--- src/rtl/theta_phase_gen_pkg.sv ---
// Shared constants and helpers for the phase-to-angle path.
// theta is IEEE-754 single; the packer relies on a 64-bit Q3.61 product.
package theta_phase_gen_pkg;

  localparam int unsigned SINGLE = 32;
  localparam int unsigned ProdW  = 64;

  // 127 (bias) + 63 (msb index of a 64-bit word) - 61 (Q3.61 fraction bits)
  localparam logic [7:0] ExpBase = 8'd129;

  function automatic logic [6:0] clz64(input logic [ProdW-1:0] v);
    logic [6:0] n;
    n = 7'd64;
    for (int i = 0; i < 64; i++) begin
      if (v[i]) n = 7'(63 - i);
    end
    return n;
  endfunction

endpackage

--- src/rtl/theta_phase_gen_phase_to_float.sv ---
// Normalizes the unsigned Q3.61 angle product and packs it with the sign
// into an IEEE-754 single. One register stage; theta holds between events.
module phase_to_float
  import theta_phase_gen_pkg::*;
(
  input  logic              clk,
  input  logic              rst,
  input  logic              sign,
  input  logic [ProdW-1:0]  prod,
  input  logic              valid,
  output logic [SINGLE-1:0] theta,
  output logic              theta_valid
);

  logic [6:0]        lz;
  logic [ProdW-1:0]  norm;
  logic [7:0]        exp_field;
  logic [22:0]       mant;
  logic [SINGLE-1:0] theta_d;
  logic [SINGLE-1:0] theta_q;
  logic              valid_q;

  always_comb begin
    lz        = clz64(prod);
    norm      = prod << lz;
    exp_field = ExpBase - {1'b0, lz};
    // Bit 63 of norm is the implicit one; keep the 23 bits below it, truncated.
    mant      = 23'(norm >> 40);
    theta_d   = (prod == '0) ? '0 : {sign, exp_field, mant};
  end

  always_ff @(posedge clk or negedge rst) begin
    if (!rst) begin
      theta_q <= '0;
      valid_q <= 1'b0;
    end else begin
      valid_q <= valid;
      if (valid) theta_q <= theta_d;
    end
  end

  assign theta       = theta_q;
  assign theta_valid = valid_q;

endmodule

--- src/rtl/theta_phase_gen.sv ---
// Phase accumulator feeding the float sine stage: turns a per-step frequency
// word into a radian angle in [-pi, pi) with a fixed 3-cycle latency.
module theta_phase_gen
  import theta_phase_gen_pkg::*;
#(
  parameter int unsigned PHASE_W  = 32,
  parameter logic [31:0] TWO_PI_Q = 32'hC90FDAA2
) (
  input  logic               clk,
  input  logic               rst,
  input  logic               step,
  input  logic               sync,
  input  logic [PHASE_W-1:0] freq_word,
  input  logic [PHASE_W-1:0] phase_offset,
  output logic [PHASE_W-1:0] phase,
  output logic [SINGLE-1:0]  theta,
  output logic               theta_valid
);

  logic [PHASE_W-1:0] phase_d, phase_q;
  logic               ev_d, ev_q;

  logic               sign1_q;
  logic [PHASE_W-1:0] mag1_d, mag1_q;
  logic               v1_q;

  logic               sign2_q;
  logic [ProdW-1:0]   prod2_d, prod2_q;
  logic               v2_q;

  always_comb begin
    phase_d = phase_q;
    ev_d    = 1'b0;
    if (sync) begin
      phase_d = phase_offset;
      ev_d    = 1'b1;
    end else if (step) begin
      phase_d = phase_q + freq_word;
      ev_d    = 1'b1;
    end
  end

  // Signed fraction of a turn; -0.5 turn keeps its sign with magnitude 2^31.
  always_comb begin
    mag1_d  = phase_q[PHASE_W-1] ? -phase_q : phase_q;
    prod2_d = ProdW'(mag1_q) * ProdW'(TWO_PI_Q);
  end

  always_ff @(posedge clk or negedge rst) begin
    if (!rst) begin
      phase_q <= '0;
      ev_q    <= 1'b0;
      sign1_q <= 1'b0;
      mag1_q  <= '0;
      v1_q    <= 1'b0;
      sign2_q <= 1'b0;
      prod2_q <= '0;
      v2_q    <= 1'b0;
    end else begin
      phase_q <= phase_d;
      ev_q    <= ev_d;
      sign1_q <= phase_q[PHASE_W-1];
      mag1_q  <= mag1_d;
      v1_q    <= ev_q;
      sign2_q <= sign1_q;
      prod2_q <= prod2_d;
      v2_q    <= v1_q;
    end
  end

  phase_to_float u_phase_to_float (
    .clk         (clk),
    .rst         (rst),
    .sign        (sign2_q),
    .prod        (prod2_q),
    .valid       (v2_q),
    .theta       (theta),
    .theta_valid (theta_valid)
  );

  assign phase = phase_q;

endmodule

--- config.mk ---
export PLATFORM = sky130hd
export DESIGN_NAME = theta_phase_gen
export DESIGN_NICKNAME = d
export VERILOG_FILES = /design/src/rtl/theta_phase_gen_pkg.sv /design/src/rtl/theta_phase_gen_phase_to_float.sv /design/src/rtl/theta_phase_gen.sv
export SDC_FILE = /design/constraint.sdc
export NUM_CORES = 2
export LEC_CHECK = 0
export ABC_AREA = 1
export CAP_MARGIN = 20
export CORE_ASPECT_RATIO = 1.25
export CORE_MARGIN = 2
export CORE_UTILIZATION = 45
export DETAILED_ROUTE_END_ITERATION = 8
export GPL_TIMING_DRIVEN = 0
export PLACE_DENSITY = 0.66
export REMOVE_ABC_BUFFERS = 1
export SLEW_MARGIN = 0
export SYNTH_ARGS = -nofsm -noshare
export SYNTH_HDL_FRONTEND = slang
export SYNTH_HIERARCHICAL = 1
export SYNTH_SLANG_ARGS = --single-unit
export TNS_END_PERCENT = 10
--- constraint.sdc ---
create_clock -name clk -period 16.75 [get_ports clk]
set_input_delay 5.025 -clock clk [delete_from_list [all_inputs] [get_ports clk]]
set_output_delay 5.025 -clock clk [all_outputs]
set_load 0.03 [all_outputs]
==> results.txt <==
The maximum number of pins on one net before global-route repair came out at 100. The worst hold margin is 348 ps, and the final weighted congestion in routability-driven placement is 1.00. The post-detailed-route count of antenna-violating nets is 0, and the mean number of vias per cell is 5.14. In this run, post-CTS hold repair placed 0 buffers. Synthesized area: 30900 um2. The commonest non-fill, non-tap cell in the layout was sky130_fd_sc_hd__nand2_1. After technology mapping, the gate count stands at 4305. The total wire length came out at 91.3 mm. Relative to the synthesized area, the layout overhead comes to 9.42%. The part of the cycle the worst path needs is 44.7%, and the worst path arrival time is 7860 ps. In this run, the number of DRC markers left after iteration 0 of detailed routing was 1428. The library cells used most frequently in the layout, excluding fill and tap cells, are 1112 x sky130_fd_sc_hd__nand2_1, 1005 x sky130_fd_sc_hd__inv_1, 570 x sky130_fd_sc_hd__nand3_1. The average cell area after synthesis is 7.19 um2, and the register bit total from synthesis is 165. The run finished with clean final reports. The clock passes through at most 2 buffers. Number of global-route vias before repair: 27.4k. The slew at the pin closest to its max-slew limit is 1060 ps, and the share of cells above drive strength 1 is 3.16%. The setup skew after layout is 19.5 ps, and the core area is 68100 um2. Counting distinct cell types in the post-synthesis netlist gives 45. Timing would allow up to 0.134 GHz. Setup repair after global routing left no endpoint under its margin.

The class of the tightest hold or removal check is register to register. The type of element launching the critical path was a primary input. For this run the aggregate overflow at the end of global routing stands at 0. 0 antenna diodes ended up in the layout. The floorplan has 107 rows.

Summed over all instances, the cell type with the most area after synthesis is sky130_fd_sc_hd__fa_1. The run gives 0 as the number of setup buffers added after CTS. In the routed design, unresolved DRC markers number 0.

The first global-routing pass estimated 143 mm of wire. The tool flagged a number of max-cap violations equal to 0. The data required time at the worst endpoint was 17120 ps; the average routed wire per standard cell was 17.3 um. The run gives 17 as the number of buffers created by CTS.

The width of the die is 239 um, and the number of setup violations in the final report is 0. The total of buffers placed on input and output ports works out to 132. The run gives 13.3% as the portion of the post-synthesis area used by sequential elements. The logs give 29.5% for the worst max-slew margin expressed relative to the limit and 165 for the clock sink count. The tools report the number of antenna violations at the first check in global routing as 0. Global routing used 26.2% of the available tracks across all layers. STA classifies the critical path endpoint as a register. The count of boundary I/O pins was 133; the yosys synthesis warning count was 6.

For the worst-skew pair, the clock arrives at the later sink with an insertion delay of 500 ps. The overall via count from detail_route is 27.1k, and the net count reported at finish is 5217. From bottom edge to top edge, the die measures 297 um.

Core utilization of the finished layout: 49.7%. The maximum fanout along the worst path was 17. CTS built an H-tree with a depth of 4. The run gives 0 as the total count of max-transition violations in the final report. By area the synthesized netlist is led by sky130_fd_sc_hd__fa_1 23%, sky130_fd_sc_hd__ha_1 17%, sky130_fd_sc_hd__nand2_1 14%, sky130_fd_sc_hd__dfrtp_1 13%, sky130_fd_sc_hd__inv_1 12%. The class of the most critical setup path was primary input to register. Gates resized during post-CTS repair numbered 0. The proportion of netlist area held by the largest area contributor works out to 22.8%. The tools report the cell at the root of the clock tree as sky130_fd_sc_hd__clkbuf_16. After routing, the total negative slack on setup checks comes to 0 ps. The tools report the initial core utilization as 45.4%.

The number of endpoints with negative hold slack in the final report is 0, and the final critical-path required period is 7480 ps. After clock tree synthesis, the clock-pin slew on the worst setup and hold paths is 70 ps. The first detailed-routing pass took 7 iterations. The floorplan step defined a die boundary enclosing 70900 um2. Detailed placement ended at an HPWL of 77.5 mm. TritonCTS built the clock tree.
## area by class of cell
class | instances | area, um2
fill | 6878 | 34300
clock inverter | 12 | 118
timing repair buffer | 144 | 1570
sequential | 165 | 4130
clock buffer | 20 | 447
tap | 872 | 1090
inverter | 1020 | 3830
multi-input combinational | 3040 | 22700
## final timing paths
path | start | end | slack, ps | cells after the start
min in group asynchronous | rst | prod2_q[62] | 4530 | 1
max in group asynchronous | rst | v1_q | 11310 | 2
setup reg to reg | mag1_q[27] | prod2_q[59] | 10130 | 19
hold / removal | ev_q | v1_q | 350 | 0
hold reg to reg | ev_q | v1_q | 350 | 0
setup / recovery | sync | phase[24] | 9270 | 6
## worst max-delay path, stage by stage
cell                              delay, ps
sky130_fd_sc_hd__clkdlybuf4s50_1        850
sky130_fd_sc_hd__inv_1                   80
sky130_fd_sc_hd__nand2_1                500
sky130_fd_sc_hd__clkinv_1               820
sky130_fd_sc_hd__nand3_1                490
sky130_fd_sc_hd__nand2_1                 80
## cell families (layout without fill, tap and decap cells)
group	after synthesis	after routing	share of synthesized area, %
fa+ha+maj	761	761	39.3
buf+inv	1102	1196	13.5
simple gates	2021	2021	28.3
other cells	1	3	0.0121
xor+xnor	82	82	2.32
flops	165	165	13.3
compound gates	173	173	3.20
## synth_stat cells, drive strengths merged
cell type	n
a21o	3
a21oi	82
a22o	3
a22oi	21
a311oi	1
a31oi	3
and2	10
and3	3
buf	35
clkbuf	47
clkinv	6
conb	1
dfrtp	165
fa	353
ha	408
inv	1014
nand2	1143
nand3	580
nand3b	7
nand4	21
nor2	230
nor3	14
nor4	10
o211ai	3
o21a	1
o21ai	43
o21bai	6
o221ai	3
o31ai	4
or2	3
xnor2	28
xor2	54
## flip-flops by register name, summed over array words and instances, names as in the netlist
register and flops:
sign2_q 1, mag1_q 32, u_phase_to_float/theta 32, v2_q 1
phase 32, prod2_q 63, u_phase_to_float/theta_valid 1, sign1_q 1
ev_q 1, v1_q 1
## layer usage
metal  global-route usage (%)  up-vias  part of all wire (%)
li1                         -    13400                     -
met1                     28.5    12800                    38
met2                     48.2      691                    52
met3                     2.92      254                   3.1
met4                     16.3        0                   6.8
met5                        0        -                     0
## stage by stage
step / cells / cell area [um2] / setup WS [ps]
after floorplan: 4225 / 30600 / 10280
after global placement: 5229 / 33000 / 3640
after detailed placement: 5239 / 33200 / 8760
after CTS: 5271 / 33800 / 9290
after global routing: 5273 / 33900 / 9140
final: 5273 / 33900 / 9270
Power is left out: the tool's default activity adds up to more than one toggle a clock period on the data nets, which glitch-free logic cannot reach.
